File: src/rtl/mem_access_arbiter.sv
// mem_access_arbiter: shares one MMU port among NUM_PORTS requesters.
// Accepts one request at a time (fixed priority or round-robin), checks its
// alignment, holds the MMU access until mmu_mem_ready (or a timeout), then
// returns a one-cycle response pulse to the granted requester.
//
// Ports:
//   clk, reset_n         clock (rising edge), asynchronous active-low reset
//   req_valid/write/signed/width/addr/wdata   packed per-port request fields
//   req_ready            one-hot accept strobe (combinational, same cycle)
//   rsp_valid            one-hot one-cycle response pulse
//   rsp_error/rsp_rdata  response status and load data (0 for stores/errors)
//   mmu_*                single MMU access interface, driven from the latched request
module mem_access_arbiter #(
  parameter int unsigned NUM_PORTS      = 2,
  parameter int unsigned ADDR_WIDTH     = 32,
  parameter int unsigned DATA_WIDTH     = 32,
  parameter int unsigned ARB_MODE       = 0,
  parameter int unsigned TIMEOUT_CYCLES = 0
) (
  input  logic                             clk,
  input  logic                             reset_n,
  input  logic [NUM_PORTS-1:0]             req_valid,
  input  logic [NUM_PORTS-1:0]             req_write,
  input  logic [NUM_PORTS-1:0]             req_signed,
  input  logic [2*NUM_PORTS-1:0]           req_width,
  input  logic [ADDR_WIDTH*NUM_PORTS-1:0]  req_addr,
  input  logic [DATA_WIDTH*NUM_PORTS-1:0]  req_wdata,
  output logic [NUM_PORTS-1:0]             req_ready,
  output logic [NUM_PORTS-1:0]             rsp_valid,
  output logic                             rsp_error,
  output logic [DATA_WIDTH-1:0]            rsp_rdata,
  input  logic                             mmu_mem_ready,
  input  logic [DATA_WIDTH-1:0]            mmu_data_out,
  output logic                             mmu_write_enable,
  output logic                             mmu_read_enable,
  output logic                             mmu_mem_signed_read,
  output logic [1:0]                       mmu_mem_data_width,
  output logic [ADDR_WIDTH-1:0]            mmu_address,
  output logic [DATA_WIDTH-1:0]            mmu_data_in
);

  localparam int unsigned IDX_W   = (NUM_PORTS > 1) ? $clog2(NUM_PORTS) : 1;
  localparam int unsigned CNT_MAX = (TIMEOUT_CYCLES > 0) ? TIMEOUT_CYCLES - 1 : 0;
  localparam int unsigned CNT_W   = (CNT_MAX > 0) ? $clog2(CNT_MAX + 1) : 1;

  // MMU width codes
  localparam logic [1:0] WIDTH_HALF = 2'd1;

  typedef enum logic [1:0] {S_IDLE, S_BUSY, S_RESP} state_e;

  state_e                  state_q, state_d;
  logic [IDX_W-1:0]        grant_q, grant_d;
  logic [IDX_W-1:0]        last_q, last_d;
  logic                    write_q, write_d;
  logic                    signed_q, signed_d;
  logic [1:0]              width_q, width_d;
  logic [ADDR_WIDTH-1:0]   addr_q, addr_d;
  logic [DATA_WIDTH-1:0]   wdata_q, wdata_d;
  logic [DATA_WIDTH-1:0]   rdata_q, rdata_d;
  logic                    error_q, error_d;
  logic [CNT_W-1:0]        cnt_q, cnt_d;

  logic                    any_valid_c;
  logic [IDX_W-1:0]        win_c;
  logic [NUM_PORTS-1:0]    grant_oh_c;
  logic [NUM_PORTS-1:0]    ready_c;
  logic                    sel_write_c;
  logic                    sel_signed_c;
  logic [1:0]              sel_width_c;
  logic [ADDR_WIDTH-1:0]   sel_addr_c;
  logic [DATA_WIDTH-1:0]   sel_wdata_c;
  logic                    misaligned_c;

  // Winner selection; loops scan from lowest to highest priority so the last hit wins.
  always_comb begin
    int unsigned idx;
    any_valid_c = |req_valid;
    win_c       = '0;
    idx         = 0;
    if (ARB_MODE == 0) begin
      for (int unsigned k = NUM_PORTS; k >= 1; k--) begin
        idx = k - 1;
        if (req_valid[IDX_W'(idx)]) win_c = IDX_W'(idx);
      end
    end else begin
      // k = NUM_PORTS is the last granted port itself (lowest), k = 1 the one after it (highest)
      for (int unsigned k = NUM_PORTS; k >= 1; k--) begin
        idx = (32'(last_q) + k) % NUM_PORTS;
        if (req_valid[IDX_W'(idx)]) win_c = IDX_W'(idx);
      end
    end
  end

  // Extract the winner's request fields
  always_comb begin
    sel_write_c  = 1'b0;
    sel_signed_c = 1'b0;
    sel_width_c  = '0;
    sel_addr_c   = '0;
    sel_wdata_c  = '0;
    grant_oh_c   = '0;
    for (int unsigned i = 0; i < NUM_PORTS; i++) begin
      if (win_c == IDX_W'(i)) begin
        sel_write_c   = req_write[i];
        sel_signed_c  = req_signed[i];
        sel_width_c   = req_width[2*i +: 2];
        sel_addr_c    = req_addr[ADDR_WIDTH*i +: ADDR_WIDTH];
        sel_wdata_c   = req_wdata[DATA_WIDTH*i +: DATA_WIDTH];
        grant_oh_c[i] = any_valid_c;
      end
    end
  end

  // Width codes with bit 1 set (word and the unused code) need word alignment
  assign misaligned_c = (sel_width_c[1] && (sel_addr_c[1:0] != 2'b00)) ||
                        ((sel_width_c == WIDTH_HALF) && sel_addr_c[0]);

  // Next-state and latch control
  always_comb begin
    state_d  = state_q;
    grant_d  = grant_q;
    last_d   = last_q;
    write_d  = write_q;
    signed_d = signed_q;
    width_d  = width_q;
    addr_d   = addr_q;
    wdata_d  = wdata_q;
    rdata_d  = rdata_q;
    error_d  = error_q;
    cnt_d    = cnt_q;
    ready_c  = '0;

    case (state_q)
      S_IDLE, S_RESP: begin
        state_d = S_IDLE;
        if (any_valid_c) begin
          ready_c  = grant_oh_c;
          grant_d  = win_c;
          last_d   = win_c;
          write_d  = sel_write_c;
          signed_d = sel_signed_c;
          width_d  = sel_width_c;
          addr_d   = sel_addr_c;
          wdata_d  = sel_wdata_c;
          rdata_d  = '0;
          cnt_d    = '0;
          if (misaligned_c) begin
            state_d = S_RESP;
            error_d = 1'b1;
          end else begin
            state_d = S_BUSY;
            error_d = 1'b0;
          end
        end
      end
      S_BUSY: begin
        if (mmu_mem_ready) begin
          rdata_d = write_q ? '0 : mmu_data_out;
          error_d = 1'b0;
          state_d = S_RESP;
        end else if (TIMEOUT_CYCLES != 0) begin
          if (cnt_q == CNT_W'(CNT_MAX)) begin
            rdata_d = '0;
            error_d = 1'b1;
            state_d = S_RESP;
          end else begin
            cnt_d = cnt_q + CNT_W'(1);
          end
        end
      end
      default: state_d = S_IDLE;
    endcase
  end

  // State and latched request registers
  always_ff @(posedge clk or negedge reset_n) begin
    if (!reset_n) begin
      state_q  <= S_IDLE;
      grant_q  <= '0;
      last_q   <= IDX_W'(NUM_PORTS - 1);
      write_q  <= 1'b0;
      signed_q <= 1'b0;
      width_q  <= '0;
      addr_q   <= '0;
      wdata_q  <= '0;
      rdata_q  <= '0;
      error_q  <= 1'b0;
      cnt_q    <= '0;
    end else begin
      state_q  <= state_d;
      grant_q  <= grant_d;
      last_q   <= last_d;
      write_q  <= write_d;
      signed_q <= signed_d;
      width_q  <= width_d;
      addr_q   <= addr_d;
      wdata_q  <= wdata_d;
      rdata_q  <= rdata_d;
      error_q  <= error_d;
      cnt_q    <= cnt_d;
    end
  end

  // Accept strobe is forced low while reset is held
  assign req_ready = reset_n ? ready_c : '0;

  // Response pulse decoded from the registered state
  always_comb begin
    rsp_valid = '0;
    if (state_q == S_RESP) begin
      for (int unsigned i = 0; i < NUM_PORTS; i++) begin
        rsp_valid[i] = (grant_q == IDX_W'(i));
      end
    end
  end

  assign rsp_error           = (state_q == S_RESP) && error_q;
  assign rsp_rdata           = (state_q == S_RESP) ? rdata_q : '0;
  assign mmu_read_enable     = (state_q == S_BUSY) && !write_q;
  assign mmu_write_enable    = (state_q == S_BUSY) && write_q;
  assign mmu_mem_signed_read = signed_q;
  assign mmu_mem_data_width  = width_q;
  assign mmu_address         = addr_q;
  assign mmu_data_in         = wdata_q;

endmodule
File: config.mk
export PLATFORM = sky130hd
export DESIGN_NAME = mem_access_arbiter
export DESIGN_NICKNAME = d
export VERILOG_FILES = /design/src/rtl/mem_access_arbiter.sv
export SDC_FILE = /design/constraint.sdc
export NUM_CORES = 1
export LEC_CHECK = 0
export ABC_AREA = 1
export CAP_MARGIN = 20
export CORE_ASPECT_RATIO = 0.5
export CORE_UTILIZATION = 57
export DETAILED_ROUTE_END_ITERATION = 8
export DONT_BUFFER_PORTS = 1
export PLACE_DENSITY = 0.8
export SLEW_MARGIN = 10
export SYNTH_ARGS = -nofsm -noshare
export SYNTH_HDL_FRONTEND = slang
export SYNTH_SLANG_ARGS = --single-unit
File: constraint.sdc
create_clock -name clk -period 1.2 [get_ports clk]
set_clock_uncertainty 0.1 [all_clocks]
set_input_delay 0.18 -clock clk [delete_from_list [all_inputs] [get_ports clk]]
set_output_delay 0.18 -clock clk [all_outputs]
set_load 0.02 [all_outputs]
==> results.ini, run 1 <==
[status]
status = did not finish
lastStage = clock tree synthesis (4_1_cts)
error = [ERROR RSZ-0060] Max buffer count reached.

[yosys]
synth_top_cell_area_share = 0.517
ys_types = 22
synth_cells = 597
avgSynthCellArea_um2 = 8.43
ys_ff_latch = 104
syn_nets = 770
netlist_area_mm2 = 0.00503
synth_seq_area_share = 0.517
synth_area_leaders = dfrtp_1 52%, o21ai_2 8.7%, nor2_1 7.6%
yosys.area.top_type = dfrtp_1
ys_warn_count = 0

[clock_tree]
cts_buffers = 9
cts_setup_buffers = 5
clockBufferDepth = 2
ctsRootBufferMaster = clkbuf_16
cts_hold_buf = 149
clock-sinks = 104
cts-htree-levels = 3
cts.repair.resized = 54

[die]
floorplan.initialDensity = 0.607
io_pins = 279
die_h_um = 68.5
die_x_um = 135
rows = 23

[placed_design]
place.gp.congestion = 0.760
io_buffer_count = 0
hpwl_mm = 9.07
placed_cells = 717

cell usage after synthesis (all sizes together):
library cell and number:
o22ai 1, nor3 1, clkbuf 14, nor2 103, inv 48, nand2 95, nand3 39, o21ai 164
a21boi 1, or2 1, dfrtp 104, buf 26
cells by family after synthesis:
family,Yosys count,synth area share
compound gates,166,0.203
simple gates,239,0.194
flops,104,0.517
buf+inv,88,0.0863
through the flow:
step	TNS [ns]	setup slack [ns]	utilization	hold slack, ns	instance area, um^2
after global placement	-13.22	-0.195	0.679	-0.214	5630
after detailed placement	-16.52	-0.252	0.679	-0.214	5630
after floorplan	-4.31	-0.0976	-	-0.216	5300
==> run 2: changes to the inputs <==
Settings changed: CORE_ASPECT_RATIO 0.5 to not set, CORE_UTILIZATION 57 to 40, PLACE_DENSITY 0.8 to not set, PLACE_DENSITY_LB_ADDON set to 0.15.
Clock period 1.2 ns to 1.56 ns, I/O delays scaled along.
==> run 2 against run 1 <==
Against the previous run: the flow now finishes, with violations (hold timing, setup timing); synthesized area unchanged; synthesized cell count unchanged.
==> results.ini, run 2 <==
[setup_path]
worst-setup-path-type = register to primary output
cp-start-kind = register
cp-end-kind = primary output
required_ns = 1.23
arrival_ns = 1.38
crit_start = state_q[0]
critPathMaxFanout = 18
r2r-start = state_q[0]

[die]
rows = 40
die_area_mm2 = 0.0130
io_pins = 279
core-area_mm2 = 0.0122
die_x_um = 114
die_h_um = 114
floorplan.initialDensity = 0.414

[yosys]
syn_nets = 770
synth_seq_area_share = 0.517
synth_ff_type = dfrtp_1
synth_top_cell_area_share = 0.517
synthTopCellsByCount = 104 x dfrtp_1, 102 x nor2_1, 90 x nand2_1
synthArstFlopShare = 1.00
ys_warn_count = 0
avgSynthCellArea_um2 = 8.43
ys_types = 22
synth_cells = 597
synth_edf_count = 0
netlist_area_mm2 = 0.00503
ys_ff_latch = 104
yosys.area.top_type = dfrtp_1
yosysMostFrequentCell = dfrtp_1
synth_area_leaders = dfrtp_1 52%, o21ai_2 8.7%, nor2_1 7.6%

[final_layout]
nFillCells = 965
final_cell_mix = 153 x dlygate4sd3_1, 104 x dfrtp_1, 89 x nand2_1
final_nets = 956
post-route-util = 0.638
finalNonFillerCells = 956
syn_to_final_growth_pct = 54.1
design_area_mm2 = 0.00776
final_common_cell = dlygate4sd3_1
diodes = 0
drive_gt1_frac = 0.209

[global_routing]
grt_max_degree = 106
overflow = 0
grt_pass1_wl_mm = 24.8
track_usage = 0.249
antenna_found_initial = 0
grt_pass1_vias = 4981

[min_path]
hold_path_class = input port to asynchronous set/reset pin

[sta]
period_needed_ns = 1.71
worst_pin_slew_ns = 0.345
hold_viol = 104
slew_headroom = 0.770
rsz0062_at_grt = yes
post-route-period-util = 1.10
maxClockFrequency_mhz = 584
setup_ws_ns = -0.153
hold_slack_ns = -0.521
setup_viol = 38
final_max_slew_viol_count = 0
finalSetupTns_ns = -3.61

[clock_tree]
cts_hold_buf = 153
cts_tree = yes
ctsRootBufferMaster = clkbuf_16
cts-htree-levels = 3
clk_latency_ns = 0.34
clockBufferDepth = 2
path_clk_slew_ns = 0.07
clock-sinks = 104
cts_buffers = 9

[route]
drt_iter0_drc = 263
num_vias = 4949
wl_per_cell_um = 18.0
ant_nets = 0
dr.pass1.iters = 4
wirelength_mm = 17.2
viasPerCell = 5.18
drc = 0

[pwr]
max-vdd-ir-drop_v = 0.000570
seqPwrFrac = 0.464
p_int_mw = 5.88
p_sw_frac = 0.385
finalPower_mw = 9.55
p_sw_mw = 3.67
clkPwrFrac = 0.234
powerDensity_mw_per_mm2 = 1230
comb_power_share = 0.302
p_leak_nw = 3.36

[placed_design]
dpl_cell_area_mm2 = 0.00547
placed_cells = 777
post-place-ws_ns = 0.129
hpwl_mm = 9.32
io_buffer_count = 0
place.gp.congestion = 0.759

[status]
status = finished with violations
violations = hold timing, setup timing

[run]
cap_violations = 0

## run 2: cell counts after synthesis
Identical to the previous run, type by type.
## run 2: final cells by class
class                           instances  area [um^2]  area share
Inverter                               48          188      0.0242
Tap cell                              168          210      0.0271
Clock buffer                           12          267      0.0344
Timing Repair Buffer                  215         2340       0.301
Sequential cell                       104         2600       0.335
Multi-Input combinational cell        405         2130       0.274
Clock inverter                          4         27.5     0.00355
## run 2: per-layer routing
| layer | global-route usage | share of wire | wire length, um | vias up |
|---|---|---|---|---|
| met5 | 0 | 0 | 0 | - |
| met2 | 0.436 | 0.51 | 8860 | 245 |
| met3 | 0.0672 | 0.080 | 1380 | 41 |
| met4 | 0.114 | 0.026 | 455 | 0 |
| met1 | 0.282 | 0.38 | 6520 | 2354 |
| li1 | - | - | - | 2309 |
## run 2: power groups by stage
stage	sequential, mW	clock [mW]	combinational [mW]
after floorplan	4.28	0	1.50
after global placement	4.45	0	1.88
after detailed placement	4.45	0	1.95
after CTS	4.42	2.28	2.47
after global routing	4.49	2.38	3.12
final	4.43	2.23	2.89
## run 2: cells by family (layout without fill, tap and decap cells)
logic type | Yosys count | count (layout) | share of synthesized area
AOI/OAI and AO/OA | 166 | 166 | 0.203
buffers and inverters | 88 | 279 | 0.0863
DFF | 104 | 104 | 0.517
and+or+nand+nor | 239 | 239 | 0.194
## run 2: worst paths after layout
| check | to | slack (ns) | cells past startpoint |
|---|---|---|---|
| max in group asynchronous | mmu_data_in[8] | 1.73 | 0 |
| min in group clk | grant_q | 0.01 | 2 |
| hold / removal | rdata_q[14] | -0.52 | 0 |
| hold reg to reg | error_q | 0.42 | 2 |
| setup reg to reg | rdata_q[0] | 0 | 8 |
| setup / recovery | rsp_rdata[17] | -0.15 | 5 |
## run 2: worst max-delay path, cell delays in order (launching register included)
cell	delay (ns)
dfrtp_1	0.39
inv_2	0.09
nand2_4	0.08
buf_12	0.17
nor2_1	0.13
buf_4	0.16
## run 2: repair_timing
item | in CTS | in global routing
buffers inserted | 2 | 1
pin swaps | 0 | 1
gates resized for setup | 18 | 65
gates cloned | 3 | 4
setup endpoints to repair | 37 | 83
hold endpoints to repair | 203 | 104
(Power assumes the default switching activity.)
==> run 3: changes to the inputs <==
Clock period 1.56 ns to 1.5 ns, I/O delays scaled along.
==> run 3 against run 2 <==
Against the previous run: largest cell class is now non-clock buffers; the run still ends with hold timing, setup timing left; critical endpoint is now rsp_rdata[11]; design area increased by 8.8%; hold slack got worse by 0.0086 ns; die area unchanged.
==> results.ini, run 3 (synthesized netlist as in run 2, its figures left out) <==
[die]
die_area_mm2 = 0.0130
io_pins = 279
die_h_um = 114
core-area_mm2 = 0.0122
floorplan.initialDensity = 0.414
die_x_um = 114
rows = 40

[pwr]
max-vdd-ir-drop_v = 0.000774
p_leak_nw = 3.65
powerDensity_mw_per_mm2 = 1290
finalPower_mw = 10.9

[placed_design]
hpwl_mm = 9.18
io_buffer_count = 0
place.gp.congestion = 0.770

[clock_tree]
cts-htree-levels = 3
ctsRootBufferMaster = clkbuf_16
path_clk_slew_ns = 0.07
clock-sinks = 104
cts_tree = yes
clockBufferDepth = 2
cts_buffers = 9
clk_latency_ns = 0.35

[status]
violations = hold timing, setup timing
status = finished with violations

[sta]
slew_headroom = 0.744
maxClockFrequency_mhz = 586
hold_slack_ns = -0.530
finalSetupTns_ns = -15.36
setup_viol = 140
post-route-period-util = 1.14
rsz0062_at_grt = yes
hold_viol = 106
setup_ws_ns = -0.206
final_max_slew_viol_count = 0
period_needed_ns = 1.71
worst_pin_slew_ns = 0.383

[route]
num_vias = 5289
drt_iter0_drc = 361
wl_per_cell_um = 20.2
wirelength_mm = 20.0
drc = 0
ant_nets = 0
dr.pass1.iters = 5
viasPerCell = 5.35

[global_routing]
track_usage = 0.247
grt_pass1_wl_mm = 25.0
grt_max_degree = 106
grt_pass1_vias = 5022
overflow = 0
antenna_found_initial = 0

[final_layout]
diodes = 0
final_nets = 989
final_cell_mix = 158 x dlygate4sd3_1, 104 x dfrtp_1, 88 x nand2_1
syn_to_final_growth_pct = 67.6
nFillCells = 863
final_common_cell = dlygate4sd3_1
drive_gt1_frac = 0.267

[min_path]
hold_path_class = input port to asynchronous set/reset pin

[setup_path]
critPathMaxFanout = 18
arrival_ns = 1.38
cp-end-kind = primary output
cp-start-kind = register
worst-setup-path-type = register to primary output
required_ns = 1.17

[run]
cap_violations = 0

==> run 3: per-layer routing <==
layer	track usage	share of wire	vias up
li1	-	-	2377
met1	0.281	0.38	2554
met2	0.432	0.51	296
met3	0.0646	0.074	62
met4	0.120	0.038	0
met5	0	0	-
==> run 3: timing repair <==
item	4_1_cts	5_1_grt
hold endpoints to repair	201	108
pin swaps	2	18
setup buffers	4	7
resized for setup	27	133
gates cloned	3	24
hold buffers	154	4
endpoints found under the setup margin	38	136
==> run 3: worst max-delay path, cell delays in order (launching register included) <==
cell and delay (ns):
dfrtp_1 0.39, inv_2 0.10, nand2_4 0.09, buf_12 0.18, nor2_2 0.13, buf_6 0.14
==> run 3: final timing paths <==
| check | start | endpoint | slack [ns] | cells after the start |
|---|---|---|---|---|
| min in group clk | req_wdata[25] | mmu_data_in[25] | -0.01 | 2 |
| max in group asynchronous | reset_n | mmu_data_in[23] | 1.62 | 0 |
| max reg2reg | state_q[0] | rdata_q[12] | -0.18 | 9 |
| max | state_q[0] | rsp_rdata[11] | -0.21 | 5 |
| min | reset_n | rdata_q[14] | -0.53 | 0 |
| min reg2reg | error_q | error_q | 0.42 | 2 |
==> run 3: per-stage QoR <==
step	hold WS, ns	utilization	setup slack [ns]	cell area (um^2)	instances
2_1_floorplan	-0.171	-	0.0419	5030	597
3_3_place_gp	-0.168	0.452	0.130	5500	777
3_5_place_dp	-0.169	0.452	0.0966	5500	777
4_1_cts	-0.547	0.619	-0.178	7530	954
5_1_grt	-0.548	0.694	-0.266	8440	989
6_report	-0.530	0.694	-0.206	8440	989
==> run 3: report_power, final <==
group	internal [mW]	switching, mW	leakage, nW
sequential	3.47	1.14	1.30
clock	1.38	1.05	0.150
combinational	1.89	1.99	2.19
total	6.74	4.18	3.65
==> run 3: layout make-up <==
type,instances,area [um^2],share of cell area
clock buffer,13,260,0.0308
clock inverter,3,40.0,0.00474
inverter,48,196,0.0233
multi-input combinational,406,2260,0.268
sequential,104,2600,0.308
tap,168,210,0.0249
timing repair buffer,247,2870,0.340
